<file path="config.mk">
export PLATFORM = sky130hd
export DESIGN_NAME = imm_gen_stage
export DESIGN_NICKNAME = d
export VERILOG_FILES = /design/src/rtl/imm_pkg.sv /design/src/rtl/imm_decode.sv /design/src/rtl/imm_gen_stage.sv
export SDC_FILE = /design/constraint.sdc
export NUM_CORES = 1
export LEC_CHECK = 0
export BUFFER_PORTS_ARGS = -buffer_cell sky130_fd_sc_hd__buf_2
export CELL_PAD_IN_SITES_DETAIL_PLACEMENT = 0
export CELL_PAD_IN_SITES_GLOBAL_PLACEMENT = 1
export CORE_ASPECT_RATIO = 1.2
export CORE_UTILIZATION = 49
export CTS_BUF_LIST = sky130_fd_sc_hd__clkbuf_4 sky130_fd_sc_hd__clkbuf_8
export CTS_CLUSTER_SIZE = 20
export DETAILED_ROUTE_END_ITERATION = 16
export PLACE_DENSITY_LB_ADDON = 0.08
export SLEW_MARGIN = 30
export SYNTH_ARGS = -nofsm -noshare
export SYNTH_HDL_FRONTEND = slang
export SYNTH_HIERARCHICAL = 1
export SYNTH_SLANG_ARGS = --single-unit
</file>
<file path="constraint.sdc">
create_clock -name clk -period 5.43 [get_ports clk]
set_clock_uncertainty 0.1 [all_clocks]
set_input_delay 1.086 -clock clk [delete_from_list [all_inputs] [get_ports clk]]
set_output_delay 1.086 -clock clk [all_outputs]
set_load 0.005 [all_outputs]
</file>
<file path="src/rtl/imm_pkg.sv">
// Shared opcode constants and immediate format codes for the immediate-generation stage.
package imm_pkg;

    localparam logic [6:0] OP_IMM    = 7'b0010011;
    localparam logic [6:0] OP_LOAD   = 7'b0000011;
    localparam logic [6:0] OP_STORE  = 7'b0100011;
    localparam logic [6:0] OP_BRANCH = 7'b1100011;
    localparam logic [6:0] OP_JAL    = 7'b1101111;
    localparam logic [6:0] OP_JALR   = 7'b1100111;
    localparam logic [6:0] OP_LUI    = 7'b0110111;
    localparam logic [6:0] OP_AUIPC  = 7'b0010111;
    localparam logic [6:0] OP_SYSTEM = 7'b1110011;

    typedef enum logic [2:0] {
        FMT_NONE = 3'd0,
        FMT_I    = 3'd1,
        FMT_S    = 3'd2,
        FMT_B    = 3'd3,
        FMT_U    = 3'd4,
        FMT_J    = 3'd5,
        FMT_SH   = 3'd6,
        FMT_Z    = 3'd7
    } fmt_e;

    // SLLI/SRLI/SRAI live under OP_IMM with funct3 001/101.
    function automatic logic is_shift_funct3(input logic [2:0] funct3);
        return (funct3 == 3'b001) || (funct3 == 3'b101);
    endfunction

endpackage

</file>
<file path="src/rtl/imm_decode.sv">
// Combinational immediate decode: instruction word -> extended immediate, format, illegal flag.
module imm_decode
    import imm_pkg::*;
#(
    parameter int unsigned XLEN    = 32,
    parameter int unsigned SHAMT_W = $clog2(XLEN)
) (
    input  logic [31:0]     instr,
    output logic [XLEN-1:0] imm,
    output logic [2:0]      fmt,
    output logic            illegal
);

    logic [6:0] opcode;
    logic [2:0] funct3;
    fmt_e       fmt_sel;

    assign opcode = instr[6:0];
    assign funct3 = instr[14:12];
    assign fmt    = fmt_sel;

    always_comb begin
        imm     = '0;
        fmt_sel = FMT_NONE;
        illegal = 1'b0;
        case (opcode)
            OP_IMM: begin
                if (is_shift_funct3(funct3)) begin
                    fmt_sel = FMT_SH;
                    // RV32 has only a 5-bit shamt; bit 25 set is a malformed encoding.
                    if (XLEN == 32 && instr[25]) begin
                        illegal = 1'b1;
                    end else begin
                        imm = XLEN'(instr[20 +: SHAMT_W]);
                    end
                end else begin
                    fmt_sel = FMT_I;
                    imm     = XLEN'($signed(instr[31:20]));
                end
            end
            OP_LOAD, OP_JALR: begin
                fmt_sel = FMT_I;
                imm     = XLEN'($signed(instr[31:20]));
            end
            OP_STORE: begin
                fmt_sel = FMT_S;
                imm     = XLEN'($signed({instr[31:25], instr[11:7]}));
            end
            OP_BRANCH: begin
                fmt_sel = FMT_B;
                imm     = XLEN'($signed({instr[31], instr[7], instr[30:25], instr[11:8], 1'b0}));
            end
            OP_LUI, OP_AUIPC: begin
                fmt_sel = FMT_U;
                imm     = XLEN'($signed({instr[31:12], 12'h000}));
            end
            OP_JAL: begin
                fmt_sel = FMT_J;
                imm     = XLEN'($signed({instr[31], instr[19:12], instr[20], instr[30:21],
                                         1'b0}));
            end
            OP_SYSTEM: begin
                if (funct3[2]) begin
                    fmt_sel = FMT_Z;
                    imm     = XLEN'(instr[19:15]);
                end
            end
            default: begin
                imm     = '0;
                fmt_sel = FMT_NONE;
            end
        endcase
    end

endmodule

</file>
<file path="src/rtl/imm_gen_stage.sv">
// Registered immediate-generation stage: decode + PC-relative adder behind a 2-entry skid buffer.
module imm_gen_stage
    import imm_pkg::*;
#(
    parameter int unsigned XLEN    = 32,
    parameter int unsigned SHAMT_W = $clog2(XLEN)
) (
    input  logic            clk,
    input  logic            rst_n,
    input  logic            flush,
    input  logic            in_valid,
    output logic            in_ready,
    input  logic [31:0]     in_instr,
    input  logic [XLEN-1:0] in_pc,
    output logic            out_valid,
    input  logic            out_ready,
    output logic [XLEN-1:0] out_imm,
    output logic [2:0]      out_fmt,
    output logic [XLEN-1:0] out_target,
    output logic            out_illegal
);

    typedef struct packed {
        logic [XLEN-1:0] imm;
        logic [XLEN-1:0] target;
        logic [2:0]      fmt;
        logic            illegal;
    } entry_t;

    localparam entry_t EntryReset = '{imm: '0, target: '0, fmt: FMT_NONE, illegal: 1'b0};

    logic [XLEN-1:0] dec_imm;
    logic [2:0]      dec_fmt;
    logic            dec_illegal;
    entry_t          in_entry;

    entry_t main_q, main_d, skid_q, skid_d;
    logic   main_valid_q, main_valid_d, skid_valid_q, skid_valid_d;
    logic   in_fire, main_free;

    imm_decode #(
        .XLEN    (XLEN),
        .SHAMT_W (SHAMT_W)
    ) u_decode (
        .instr   (in_instr),
        .imm     (dec_imm),
        .fmt     (dec_fmt),
        .illegal (dec_illegal)
    );

    assign in_entry = '{imm: dec_imm, target: in_pc + dec_imm, fmt: dec_fmt,
                        illegal: dec_illegal};

    // Ready depends only on skid occupancy, so no combinational path from out_ready.
    assign in_ready  = !skid_valid_q;
    assign in_fire   = in_valid && in_ready;
    assign main_free = !main_valid_q || out_ready;

    always_comb begin
        main_d       = main_q;
        skid_d       = skid_q;
        main_valid_d = main_valid_q;
        skid_valid_d = skid_valid_q;
        if (flush) begin
            main_valid_d = 1'b0;
            skid_valid_d = 1'b0;
        end else if (main_free) begin
            // A full skid implies in_ready=0, so skid and input never compete here.
            if (skid_valid_q) begin
                main_d       = skid_q;
                main_valid_d = 1'b1;
                skid_valid_d = 1'b0;
            end else if (in_fire) begin
                main_d       = in_entry;
                main_valid_d = 1'b1;
            end else begin
                main_valid_d = 1'b0;
            end
        end else if (in_fire) begin
            skid_d       = in_entry;
            skid_valid_d = 1'b1;
        end
    end

    always_ff @(posedge clk or negedge rst_n) begin
        if (!rst_n) begin
            main_q       <= EntryReset;
            skid_q       <= EntryReset;
            main_valid_q <= 1'b0;
            skid_valid_q <= 1'b0;
        end else begin
            main_q       <= main_d;
            skid_q       <= skid_d;
            main_valid_q <= main_valid_d;
            skid_valid_q <= skid_valid_d;
        end
    end

    assign out_valid   = main_valid_q;
    assign out_imm     = main_q.imm;
    assign out_fmt     = main_q.fmt;
    assign out_target  = main_q.target;
    assign out_illegal = main_q.illegal;

endmodule

</file>
; After elaboration in Yosys (flattened, before gate mapping)
; Cells that the tools add are included.
[totals]
latch_bits = 0
word_cells = 55
register_bits = 138
romBits = 0
in_bits = 69
mem_bits_rw = 0
n_memories = 0
[op_classes]
bitwise = 2
mux = 19
n_div = 0
multipliers = 0
eq_ne = 11
n_addsub = 1
reduce_logical = 12
n_lt_le_gt_ge = 0
shifts = 0
[ops]
columns = cell, n
row1 = 32-bit case mux with 7 select lines, 1
row2 = 68-bit two-way mux, 2
row3 = 32-bit adder, 1
row4 = 32-bit two-way mux, 1
row5 = "7-bit equality test, second input constant", 4
row6 = 3-bit case mux with 7 select lines, 1
row7 = "7-bit by 5-bit equality test with 1-bit output, second input constant", 2
row8 = "7-bit by 6-bit equality test with 1-bit output, second input constant", 2
row9 = 1-bit two-way mux, 10
row10 = 5-bit two-way mux, 2
row11 = "7-bit by 2-bit equality test with 1-bit output, second input constant", 1
row12 = 3-bit two-way mux, 2
row13 = 3-bit AND reduction, 2
row14 = 2-bit nonzero test, 2
row15 = 2-bit OR reduction, 2
row16 = "3-bit by 1-bit equality test with 1-bit output, second input constant", 1
row17 = "3-bit equality test, second input constant", 1
row18 = 3-bit nonzero test, 1
row19 = 1-bit zero test, 2
row20 = 1-bit logical OR, 2
row21 = 1-bit NOT, 2
row22 = 1-bit logical AND, 1

; Logic depth before layout (Yosys ltp)
; Gate-level depths: netlist of run 1.
[depth]
ltp_word = 7
depth_mapped = 18
depth_no_buf = 16

; Cells and area by module
; Netlist of run 1, hierarchy kept.
[by_module_without_submodules]
columns = mod, area_per_inst_um2, seq_area_each_um2, cells_per_inst, instances
row1 = imm_gen_stage, 7292.0, 3453.3, 708, 1
row2 = imm_decode, 768.2, 0.0, 108, 1

; Worst setup path before layout of run 1
; Ideal clock, no wire load.
[synth_timing]
path_kind = input port to flip-flop
from = input port in_instr[4]
to = register skid_q[32] (netlist bit)
path_stages = 17
path_slack_ps = 968
arrival_time_ps = 4238
setup_ps = 125
path_cell_list = buf_4 buf_2 nor2_1 nand2_1 a21oi_1 a31o_1 ha_1 fa_1 a21o_1 a221oi_4 o221a_2 o221a_4 o21bai_4 a41o_1 a221oi_2 xnor2_1 mux2_2
[synth_via]
elab_chain_cells = 4
elab_cells_between_ends = 13
classes_between = add/sub (1) / eq/ne (9) / mux (1) / reduce/logical (2)
[synth_lines]
columns = item, line
row1 = "start, declared", imm_gen_stage.sv:13  ; input logic [31:0] in_instr,
row2 = "7-bit by 6-bit equality test with 1-bit output, or another cell as far along", imm_decode.sv:26  ; case (opcode)
row3 = 2-bit OR reduction, imm_decode.sv:26
row4 = 32-bit case mux with 7 select lines *, imm_decode.sv:26
row5 = net dec_imm[0], imm_gen_stage.sv:32  ; logic [XLEN-1:0] dec_imm;
row6 = 32-bit adder *, imm_gen_stage.sv:51  ; assign in_entry = '{imm: dec_imm, target: in_pc + dec_imm, fmt: dec_fmt,
row7 = "end signal, assigned", imm_gen_stage.sv:88  ; skid_q <= EntryReset;
row8 = "end signal, assigned", imm_gen_stage.sv:93  ; skid_q <= skid_d;
row9 = "end, declared", imm_gen_stage.sv:37  ; entry_t main_q, main_d, skid_q, skid_d;
; Mark *: on every way through the listed nets, which the timed path passes. The rest lies on a longest branch.
; A chain may end at the register's enable or synchronous reset.

; Final worst setup path of run 1
; Same ends and word-level chain as after synthesis.

==> results.rst, run 1 <==
.. list-table::
   :header-rows: 1

   * - Metric
     - Value
   * - Via count normalized by instance count
     - 5.62
   * - Endpoint arrival time on the critical path
     - just under 5 ns
   * - Number of synthesized register bits
     - approximately 140
   * - Clock sink count
     - about 140
   * - Fraction of the cycle the final worst path needs
     - a little over four fifths
   * - Final layout net count
     - about 1000
   * - Core utilization of the finished layout
     - a little under three fifths
   * - First-pass detailed-route iteration total
     - 5
   * - Minimum clock period after layout
     - ~4.6 ns
   * - Die Outline Area
     - roughly 17000 um2
   * - Hold buffer count at CTS
     - 0
   * - Layout cell share with drive strength beyond 1
     - 28.7%
   * - Final-layout fill cell count
     - around 1400
   * - Remaining routing DRC violations
     - 0
   * - Number of buffers created by CTS
     - 17
   * - Total routing resource utilization after global routing
     - between 20% and 30%
   * - Least-Margin Pin Slew
     - 0.851 ns
   * - Gpl congestion
     - approximately 0.87
   * - Upper clock frequency limit
     - 0.218 GHz
   * - DIE WIDTH
     - about 120 um
   * - Gate Count Post-Synth
     - a little over 800
   * - Buffer and inverter count on the worst path
     - 1
   * - Detailed router's first-iteration violation count
     - about 400
   * - Aggregate routed wire length
     - 22.4 mm
   * - Antenna violations before repair
     - 3
   * - Clock root buffer master
     - clkbuf_8
   * - Area share of the largest cell type after synthesis
     - a little over two fifths
   * - CTS tree
     - built
   * - Path type of the worst setup path
     - in2reg
   * - Post-synth EDFFs
     - 0
   * - Setup TNS after final layout
     - 0 ns
   * - Cell family with the largest share of critical-path delay
     - compound AO/OA/AOI/OAI gates
   * - Critical path origin
     - in_instr[4]
   * - Data required time of the worst path
     - approximately 5.7 ns
   * - Proportion of synthesized chip area in sequential cells
     - 42.8%
   * - IO Pins
     - 139
   * - Sequence of cells on the critical path
     - buf_2 -> and3b_1 -> nand2_1 -> o41ai_1 -> a31o_1 -> ha_1 -> fa_1 -> a21o_1 -> a221oi_4 -> o221a_2 -> o221a_4 -> o21bai_4 -> a41o_1 -> a221oi_2 -> xnor2_1 -> mux2_2
   * - Standby leakage power
     - approximately 4.6 nW
   * - Insertion delay to the later sink of the worst-skew pair
     - approximately 0.47 ns
   * - Critical Path Sink Type
     - flop
   * - Max clock buf depth
     - 2
   * - Register clock-pin slew on the reported worst setup and hold paths
     - 0.08 ns
   * - First-pass GRT wire length
     - around 35 mm
   * - Status
     - complete, no violations
   * - Average wire per standard cell
     - a little under 20 um
   * - Netlist Area Pre-Place
     - a little over 8000 um2
   * - Biggest fanout along the worst timing path
     - 22
   * - Post-synthesis cell type with the largest combined area
     - dfrtp_1
   * - R2R Path Start
     - skid_valid_q
   * - Synth top area cells
     - dfrtp_1, mux2_2, nand2_1
   * - Power per standard cell area
     - ~260 nW/um2
   * - Hold_sp
     - skid_q[25]
   * - GR Overflow Total
     - 0
   * - Worst-case setup margin in the final layout
     - between 0.8 and 0.9 ns
   * - Net count of the mapped netlist
     - between 900 and 1000
   * - Chip height
     - between 100 and 150 um
   * - Pin count of the biggest net entering global routing
     - between 100 and 150
   * - Startpoint class of the critical path
     - input pin
   * - Most instantiated flip-flop cell in the synthesis netlist
     - dfrtp_1
   * - Number of H-tree levels
     - 4
   * - Number of slew-limit violations in the final report
     - 0
   * - VDD IR-drop max
     - 122 uV
   * - Placeable core region
     - ~16000 um2
   * - Synthesized area per cell
     - roughly 9.9 um2
   * - Sum of net half-perimeters after detailed placement
     - 16.8 mm
   * - CTS-repair resized insts
     - 0
   * - Largest stage delay on the critical path
     - 0.42 ns
   * - Warnings from Yosys
     - 6
   * - Via Count
     - between 6000 and 7000
   * - Fraction of registers with async set or reset after synthesis
     - between 90% and 100%
   * - Final-report setup violation count
     - 0
   * - Detail Route Antenna Nets
     - 0
   * - Count of port buffers added during placement
     - roughly 140
   * - Via count of the first global-routing pass
     - approximately 6600
   * - Setup fix buffers added after clock tree synthesis
     - 0
   * - Starting Density
     - approximately 50%
   * - # Max-Cap Violations
     - 0
   * - RSZ-0062 raised after global routing
     - false
   * - Max_slew headroom
     - between 40% and 50%
   * - Type of the most critical hold path
     - reg2reg
   * - Standard-cell rows
     - 51
   * - Endpoints failing hold
     - 0
   * - Number of distinct standard cells referenced by the synthesized netlist
     - about 70
   * - Overall power consumption
     - 2.45 mW
   * - Area added between synthesis and finish
     - 14.8%
   * - Worst-path cell with the longest stage delay
     - fa_1
   * - Setup slack after placement
     - between 0.3 and 0.4 ns
[registers in the layout, summed over array words and instances (netlist names)]
signal        count
out_fmt           3
out_illegal       1
out_imm          32
out_target       32
out_valid         1
skid_q           68
skid_valid_q      1
[cell type report]
type                    instances  area, um2  share of cell area, %
flip-flops and latches        138       3460                   37.4
diodes                          2       5.00                 0.0541
multi-input cells             620       4320                   46.7
repair buffers                148        807                   8.72
clock inverters                15        133                   1.43
inverters                       9       33.8                  0.365
well taps                     212        265                   2.87
clock buffers                  17        234                   2.53
[stage by stage]
| stage | cells | hold WS, ns | instance area [um2] |
|---|---|---|---|
| 2_1_floorplan | 816 | 0.342 | 8060 |
| 3_3_place_gp | 1125 | 0.354 | 8830 |
| 3_5_place_dp | 1125 | 0.366 | 8830 |
| 4_1_cts | 1157 | 0.386 | 9200 |
| 5_1_grt | 1159 | 0.410 | 9250 |
| 6_report | 1161 | 0.378 | 9260 |
[path summary, 6_finish.rpt]
check	endpoint	slack, ns	cells past startpoint
min in group asynchronous	out_target[17]	0.59	1
setup / recovery	skid_q[32]	0.85	16
setup reg to reg	out_target[25]	2.98	6
hold reg to reg	skid_q[25]	0.38	2
max in group asynchronous	skid_q[44]	3.67	2
hold / removal	skid_q[25]	0.38	2
[power by group]
part / total, mW / leakage (nW) / switching, mW / internal [mW]
combinational: 0.429 / 2.61 / 0.238 / 0.190
clock: 0.806 / 0.178 / 0.471 / 0.334
sequential: 1.22 / 1.80 / 0.0649 / 1.15
[layout by cell type, fill, tap and decap left out, types with 9 or more instances in the layout]
| cell type | instances |
|---|---|
| nand3_1 | 15 |
| xor2_1 | 14 |
| nor2b_1 | 9 |
| xnor2_1 | 17 |
| a21o_1 | 28 |
| dfrtp_1 | 137 |
| o21ai_0 | 78 |
| ha_1 | 31 |
| and3_1 | 9 |
| mux2_2 | 55 |
| clkbuf_8 | 18 |
| nor2_1 | 42 |
| nand2_1 | 113 |
| mux2i_1 | 42 |
| a21oi_1 | 50 |
| buf_2 | 137 |
| a31oi_1 | 18 |
[logic make-up (layout without fill, tap and decap cells)]
family	after synthesis	in the layout	synth area share [%]
flip-flops	138	138	42.8
AND/OR/NAND/NOR	231	231	13.2
XOR/XNOR	31	31	3.37
other	0	2	0
AO/OA/AOI/OAI	228	228	18.8
multiplexers	98	98	13.0
buffers and inverters	58	189	3.68
adder cells (fa/ha/maj)	32	32	5.06
[synth_stat cells (all sizes together), types with 3 or more instances]
| library cell | n |
|---|---|
| a211oi | 4 |
| a21o | 30 |
| a21oi | 53 |
| a221oi | 4 |
| a31o | 5 |
| a31oi | 18 |
| and2 | 11 |
| and3 | 12 |
| buf | 20 |
| clkbuf | 28 |
| dfrtp | 138 |
| ha | 31 |
| inv | 9 |
| mux2 | 56 |
| mux2i | 42 |
| nand2 | 114 |
| nand2b | 7 |
| nand3 | 16 |
| nor2 | 43 |
| nor2b | 9 |
| nor3 | 9 |
| o21a | 3 |
| o21ai | 83 |
| o21bai | 4 |
| o22ai | 3 |
| o2bb2ai | 4 |
| xnor2 | 17 |
| xor2 | 14 |
[layer usage]
metal	vias to the layer above	track usage [%]	routed length (um)
met3	29	6.13	1090
met4	2	8.66	359
met5	-	0	13
met1	3140	35.5	9840
li1	3153	-	-
met2	205	45.9	11100
[tightest hold or removal path, delay by kind of cell (launching register included)]
kind | cells | cell delay [ns]
flip-flops | 1 | 0.35
AO/OA/AOI/OAI | 1 | 0.06
AND/OR/NAND/NOR | 1 | 0.04
(Power assumes the default switching activity.)
==> inputs of run 2 (changes only) <==
Settings changed: CORE_UTILIZATION 49 to 45.
Clock period 5.43 ns to 4.4 ns, I/O delays scaled along.
==> run 2 against run 1 <==
Effect of this change: via count rose by 5.0%; global-route usage fell by 1.3 points; register-to-register slack got worse by 1.0 ns; cell count rose by 9.7%; critical path depth rose by 1; sequential power rose by 23%; first-iteration DRC count fell by 22%; critical path type unchanged; non-clock buffer count rose by 102; clock power rose by 29%.
==> results.rst, run 2 (synthesized netlist as in run 1, its figures left out) <==
.. list-table::
   :header-rows: 1

   * - Metric
     - Value
   * - Number of slew-limit violations in the final report
     - 0 (unchanged)
   * - Endpoint arrival time on the critical path
     - 4.42 ns (was 4.83 ns)
   * - Insertion delay to the later sink of the worst-skew pair
     - 0.45 ns (was 0.47 ns)
   * - Startpoint class of the critical path
     - input pin (unchanged)
   * - Total routing resource utilization after global routing
     - 26.2% (was 27.6%)
   * - Critical Path Sink Type
     - flop (unchanged)
   * - Via count of the first global-routing pass
     - 6961 (was 6560)
   * - Number of buffers created by CTS
     - 17 (unchanged)
   * - Placeable core region
     - 17500 um2 (was 16100 um2)
   * - Worst-case setup margin in the final layout
     - 0.263 ns (was 0.847 ns)
   * - Largest stage delay on the critical path
     - 0.43 ns (was 0.42 ns)
   * - Aggregate routed wire length
     - 23.3 mm (was 22.4 mm)
   * - Remaining routing DRC violations
     - 0 (unchanged)
   * - First-pass detailed-route iteration total
     - 5 (unchanged)
   * - Leading cell types in the layout, fill and taps excluded
     - buf_2, dfrtp_1, nand2_1 (unchanged)
   * - Sequence of cells on the critical path
     - buf_2 -> buf_4 -> nand3b_2 -> nand2_2 -> buf_4 -> a21o_2 -> o21ai_0 -> ha_1 -> nand3_1 -> or2_1 -> o221a_2 -> a31o_2 -> a21oi_1 -> a21oi_1 -> xnor2_1 -> nand2_1 -> a31oi_1 (was buf_2 -> and3b_1 -> nand2_1 -> o41ai_1 -> a31o_1 -> ha_1 -> fa_1 -> a21o_1 -> a221oi_4 -> o221a_2 -> o221a_4 -> o21bai_4 -> a41o_1 -> a221oi_2 -> xnor2_1 -> mux2_2)
   * - Minimum clock period after layout
     - slightly above 4 ns
   * - # Max-Cap Violations
     - 0 (unchanged)
   * - Number of H-tree levels
     - 4 (unchanged)
   * - Count of port buffers added during placement
     - 138 (unchanged)
   * - Die Outline Area
     - 18500 um2 (was 17000 um2)
   * - Type of the most critical hold path
     - in2async (was reg2reg)
   * - Chip height
     - 149 um (was 142 um)
   * - Register clock-pin slew on the reported worst setup and hold paths
     - 0.09 ns (was 0.08 ns)
   * - Pin count of the biggest net entering global routing
     - 98 (was 112)
   * - Data required time of the worst path
     - 4.68 ns (was 5.68 ns)
   * - RSZ-0062 raised after global routing
     - false (unchanged)
   * - Endpoints failing hold
     - 0 (unchanged)
   * - Largest register by flop count
     - skid_q (unchanged)
   * - Max clock buf depth
     - 2 (unchanged)
   * - Final-report setup violation count
     - 0 (unchanged)
   * - Standard-cell rows
     - 53 (was 51)
   * - Core utilization of the finished layout
     - 57.3% (about the same)
   * - DIE WIDTH
     - 124 um (was 119 um)
   * - Setup slack after placement
     - -0.206 ns (was 0.374 ns)
   * - Worst hold-check slack
     - 0.372 ns (was 0.378 ns)
   * - Area after detailed placement
     - 9620 um2 (was 8830 um2)
   * - Status
     - complete, no violations (unchanged)
   * - Biggest fanout along the worst timing path
     - 13 (was 22)
   * - IO Pins
     - 139 (unchanged)
   * - CTS-repair resized insts
     - 0 (unchanged)
   * - GR Overflow Total
     - 0 (unchanged)
   * - Sum of net half-perimeters after detailed placement
     - 18.0 mm (was 16.8 mm)
   * - Max_slew headroom
     - 37.8% (was 43.3%)
   * - Fraction of the cycle the final worst path needs
     - between 90% and 100%
   * - Hold buffer count at CTS
     - 0 (unchanged)
   * - Worst-path cell with the longest stage delay
     - ha_1 (was fa_1)
   * - Via count normalized by instance count
     - 5.38 (was 5.62)
   * - Max FFs per register
     - 68 (unchanged)
   * - Layout cell share with drive strength beyond 1
     - 35.7% (was 28.7%)
   * - Final layout net count
     - 1137 (was 1035)
   * - Starting Density
     - 46.0% (was 49.9%)
   * - Clock sink count
     - 138 (unchanged)
   * - Standby leakage power
     - 5.10 nW (was 4.59 nW)
   * - Via Count
     - 6854 (was 6529)
   * - Layout Cell Area excl Fill
     - 10000 um2 (was 9260 um2)
   * - Detailed router's first-iteration violation count
     - 320 (was 408)
   * - Upper clock frequency limit
     - ~0.24 GHz
   * - Detail Route Antenna Nets
     - 0 (unchanged)
   * - Area added between synthesis and finish
     - 24.4% (was 14.8%)
   * - Path type of the worst setup path
     - in2reg (unchanged)
   * - Power per standard cell area
     - 312 nW/um2 (was 265 nW/um2)
   * - Average wire per standard cell
     - 18.3 um (was 19.3 um)
   * - Setup fix buffers added after clock tree synthesis
     - 0 (unchanged)
   * - First-pass GRT wire length
     - 36.2 mm (was 35.5 mm)
   * - Least-Margin Pin Slew
     - 0.928 ns (was 0.851 ns)
   * - Gpl congestion
     - 0.974 (was 0.871)
   * - Antenna violations before repair
     - 7 (was 3)
   * - VDD IR-drop max
     - 156 uV (was 122 uV)
   * - Clock root buffer master
     - clkbuf_8 (unchanged)
   * - CTS tree
     - built (unchanged)
-- run 2: cell count changes in the layout (fill, tap and decap cells not counted) --
cell / before / now
bufinv_16: 0 / 1
buf_12: 1 / 0
clkinv_2: 1 / 2
clkinvlp_4: 4 / 2
buf_6: 0 / 1
diode_2: 2 / 5
buf_16: 1 / 0
buf_4: 8 / 111
-- run 2: through the flow --
| stage | TNS (ns) | power [mW] | instances |
|---|---|---|---|
| 3_3_place_gp | -0.841 | 2.09 | 1237 |
| 4_1_cts | 0 | 3.15 | 1269 |
| 2_1_floorplan | 0 | 1.83 | 816 |
| 5_1_grt | 0 | 3.29 | 1270 |
| 3_5_place_dp | -1.39 | 2.11 | 1237 |
| 6_report | 0 | 3.12 | 1274 |
-- run 2: final timing paths --
path,start,endpoint,slack (ns),cells past startpoint
setup / recovery,in_instr[4],out_target[30],0.26,17
hold / removal,rst_n,out_target[17],0.37,1
setup reg to reg,skid_valid_q,out_target[0],1.97,5
hold reg to reg,out_imm[2],out_imm[2],0.38,2
min in group clk,out_imm[2],out_imm[2],0.38,2
max in group asynchronous,rst_n,out_imm[26],3.00,2
-- run 2: area by class of cell --
class	count	area (um2)
fillers	1604	7480
multi-input cells	620	4320
flip-flops and latches	138	3460
repair buffers	250	1540
well taps	220	275
clock buffers	17	234
clock inverters	15	153
inverters	9	33.8
diodes	5	12.5
-- run 2: critical path, delay by kind of cell --
family / cells / cell delay (ns)
fa+ha+maj: 1 / 0.43
simple gates: 5 / 0.71
xor+xnor: 1 / 0.34
compound gates: 7 / 1.51
buf+inv: 3 / 0.54
-- run 2: layer usage --
| layer | up-vias | track usage (%) | share of wire (%) |
|---|---|---|---|
| met2 | 172 | 43.7 | 49 |
| met1 | 3279 | 31.1 | 42 |
| met3 | 47 | 6.75 | 5.0 |
| met5 | - | 0 | 0.051 |
| met4 | 2 | 12.4 | 3.8 |
| li1 | 3354 | - | - |
-- run 2: where the power goes --
| group | internal [mW] | switching [mW] | total (mW) | leakage [nW] |
|---|---|---|---|---|
| Clock | 0.469 | 0.575 | 1.04 | 0.196 |
| Combinational | 0.275 | 0.304 | 0.578 | 3.11 |
| Sequential | 1.42 | 0.0807 | 1.50 | 1.80 |
==> inputs of run 3 (changes only) <==
Settings changed: PLACE_DENSITY from default to 0.83, PLACE_DENSITY_LB_ADDON 0.08 to default.
==> run 3 against run 2 <==
Effect of this change: cell count is 1.9% lower; non-clock buffer count down 22; first-iteration DRC count down 9.7%; global-route usage fell by 0.54 points; critical path depth shrank 1; clock-buffer cell count up 2; final area down 0.90%; combinational power down 2%; clock power is 12% higher; flip-flop and latch count did not move.
==> results.rst, run 3 (synthesized netlist as in run 1, its figures left out) <==
.. list-table::
   :header-rows: 1

   * - Metric
     - Value
   * - Number of buffers created by CTS
     - 17 (unchanged)
   * - Max clock buf depth
     - 2 (unchanged)
   * - First-pass GRT wire length
     - 35.3 mm (was 36.2 mm)
   * - Gpl congestion
     - 0.968 (was 0.974)
   * - Biggest fanout along the worst timing path
     - 3 (was 13)
   * - Detail Route Antenna Nets
     - 0 (unchanged)
   * - Standard-cell rows
     - 53 (unchanged)
   * - Data required time of the worst path
     - 4.65 ns (was 4.68 ns)
   * - Chip height
     - 149 um (unchanged)
   * - Average wire per standard cell
     - 18.0 um (was 18.3 um)
   * - Via count of the first global-routing pass
     - 6543 (was 6961)
   * - IO Pins
     - 139 (unchanged)
   * - Upper clock frequency limit
     - 0.243 GHz (was 0.242 GHz)
   * - VDD IR-drop max
     - 268 uV (was 156 uV)
   * - Max_slew headroom
     - 46.2% (was 37.8%)
   * - Detailed router's first-iteration violation count
     - 289 (was 320)
   * - Number of H-tree levels
     - 4 (unchanged)
   * - Total routing resource utilization after global routing
     - 25.7% (was 26.2%)
   * - Setup fix buffers added after clock tree synthesis
     - 0 (unchanged)
   * - Via Count
     - 6675 (was 6854)
   * - Endpoint arrival time on the critical path
     - 4.36 ns (was 4.42 ns)
   * - Standby leakage power
     - 5.02 nW (was 5.10 nW)
   * - Least-Margin Pin Slew
     - 0.807 ns (was 0.928 ns)
   * - Combined area of the multi-input logic cells
     - 4320 um2 (unchanged)
   * - Overall power consumption
     - 3.23 mW (was 3.12 mW)
   * - Number of slew-limit violations in the final report
     - 0 (unchanged)
   * - Max FFs per register
     - 68 (unchanged)
   * - Clock root buffer master
     - clkbuf_8 (unchanged)
   * - Fraction of the cycle the final worst path needs
     - 93.6% (was 94.0%)
   * - Remaining routing DRC violations
     - 0 (unchanged)
   * - Worst-path cell with the longest stage delay
     - fa_1 (was ha_1)
   * - Pin count of the biggest net entering global routing
     - 98 (unchanged)
   * - # Max-Cap Violations
     - 0 (unchanged)
   * - GR Overflow Total
     - 0 (unchanged)
   * - Status
     - complete, no violations (unchanged)
   * - Largest stage delay on the critical path
     - 0.40 ns (was 0.43 ns)
   * - Register clock-pin slew on the reported worst setup and hold paths
     - 0.08 ns (was 0.09 ns)
   * - Minimum clock period after layout
     - 4.12 ns (was 4.14 ns)
   * - Largest register by flop count
     - skid_q (unchanged)
   * - Clock sink count
     - 138 (unchanged)
   * - Layout cell share with drive strength beyond 1
     - 34.3% (was 35.7%)
   * - Antenna violations before repair
     - 3 (was 7)
   * - Leading cell types in the layout, fill and taps excluded
     - buf_2, dfrtp_1, nand2_1 (unchanged)
   * - Via count normalized by instance count
     - 5.34 (was 5.38)
   * - Insertion delay to the later sink of the worst-skew pair
     - 0.46 ns (was 0.45 ns)
   * - Sum of net half-perimeters after detailed placement
     - 17.7 mm (was 18.0 mm)
   * - RSZ-0062 raised after global routing
     - false (unchanged)
   * - First-pass detailed-route iteration total
     - 4 (was 5)
   * - Type of the most critical hold path
     - reg2reg (was in2async)
   * - Startpoint class of the critical path
     - input pin (unchanged)
   * - Final layout net count
     - 1115 (was 1137)
   * - CTS-repair resized insts
     - 0 (unchanged)
   * - Critical Path Sink Type
     - flop (unchanged)
   * - Final-report setup violation count
     - 0 (unchanged)
   * - DIE WIDTH
     - 124 um (unchanged)
   * - Endpoints failing hold
     - 0 (unchanged)
   * - Die Outline Area
     - 18500 um2 (unchanged)
   * - Area occupied by registers
     - 3460 um2 (unchanged)
   * - Aggregate routed wire length
     - 22.5 mm (was 23.3 mm)
   * - CTS tree
     - built (unchanged)
   * - Sequence of cells on the critical path
     - buf_2 -> nor2b_1 -> and3_1 -> o41ai_1 -> a31o_1 -> ha_1 -> fa_1 -> a21o_1 -> a221oi_4 -> o221a_2 -> o221a_4 -> o21bai_4 -> a41o_1 -> a221oi_2 -> xnor2_1 -> mux2_2 (was buf_2 -> buf_4 -> nand3b_2 -> nand2_2 -> buf_4 -> a21o_2 -> o21ai_0 -> ha_1 -> nand3_1 -> or2_1 -> o221a_2 -> a31o_2 -> a21oi_1 -> a21oi_1 -> xnor2_1 -> nand2_1 -> a31oi_1)
   * - Placeable core region
     - 17500 um2 (unchanged)
   * - Path type of the worst setup path
     - in2reg (unchanged)
   * - Starting Density
     - 46.0% (unchanged)
   * - Power per standard cell area
     - 325 nW/um2 (was 312 nW/um2)
   * - Final-layout fill cell count
     - 1636 (was 1604)
   * - Area added between synthesis and finish
     - 23.3% (was 24.4%)
   * - Setup TNS after final layout
     - 0 ns (unchanged)
   * - Hold buffer count at CTS
     - 0 (unchanged)
   * - Count of port buffers added during placement
     - 138 (unchanged)
run 3: changes by cell type in the layout (fill, tap and decap cells not counted), sizes merged:
cell      previous run  this run
bufinv               1         4
diode                5         3
inv                 19        12
buf                249       227
clkbuf              18        20
clkinvlp             2         1
clkinv               2         5
run 3: cell type report:
cell class,count,area share [%]
Multi-Input combinational cell,620,43.5
Timing Repair Buffer,228,14.1
Clock inverter,13,1.91
Inverter,9,0.340
Antenna cell,3,0.0755
Sequential cell,138,34.8
Tap cell,220,2.77
Clock buffer,19,2.57
run 3: report_power, final:
group	switching, mW	internal (mW)	leakage (nW)
logic	0.300	0.269	3.00
clock network	0.516	0.645	0.224
registers	0.0803	1.42	1.80
run 3: worst max-delay path: cells and delay by family:
| kind | cells | cell delay, ns |
|---|---|---|
| simple gates | 2 | 0.46 |
| compound gates | 9 | 1.93 |
| mux | 1 | 0.26 |
| xor+xnor | 1 | 0.11 |
| buf+inv | 1 | 0.09 |
| fa+ha+maj | 2 | 0.62 |
run 3: path summary, 6_finish.rpt:
kind                                 from              to  slack [ns]  cells past startpoint
min reg2reg                out_target[23]  out_target[23]        0.37                      2
max                          in_instr[12]      skid_q[32]        0.28                     16
max reg2reg                  skid_valid_q  out_target[31]        1.96                      5
min in group asynchronous           rst_n      out_imm[3]        0.39                      1
min                        out_target[23]  out_target[23]        0.37                      2
max in group asynchronous           rst_n      skid_q[20]        2.97                      2
run 3: routing by layer:
layer	GRT usage [%]	vias up	wire length, um
met2	42.6	156	11100
met4	11.4	2	786
met1	32.0	3169	9730
li1	-	3307	-
met3	5.10	41	848
met5	0	-	17
run 3: metrics by stage:
step	instance area (um2)	hold slack [ns]	util [%]	worst slack (ns)	std cells
finish	9940	0.374	56.8	0.280	1250
CTS	9930	0.382	56.7	0.334	1247
global route	9930	0.406	56.7	0.121	1248
global placement	9460	0.354	54.1	-0.0989	1214
floorplan	8060	0.342	-	0.144	816
detailed placement	9480	0.364	54.2	-0.158	1215
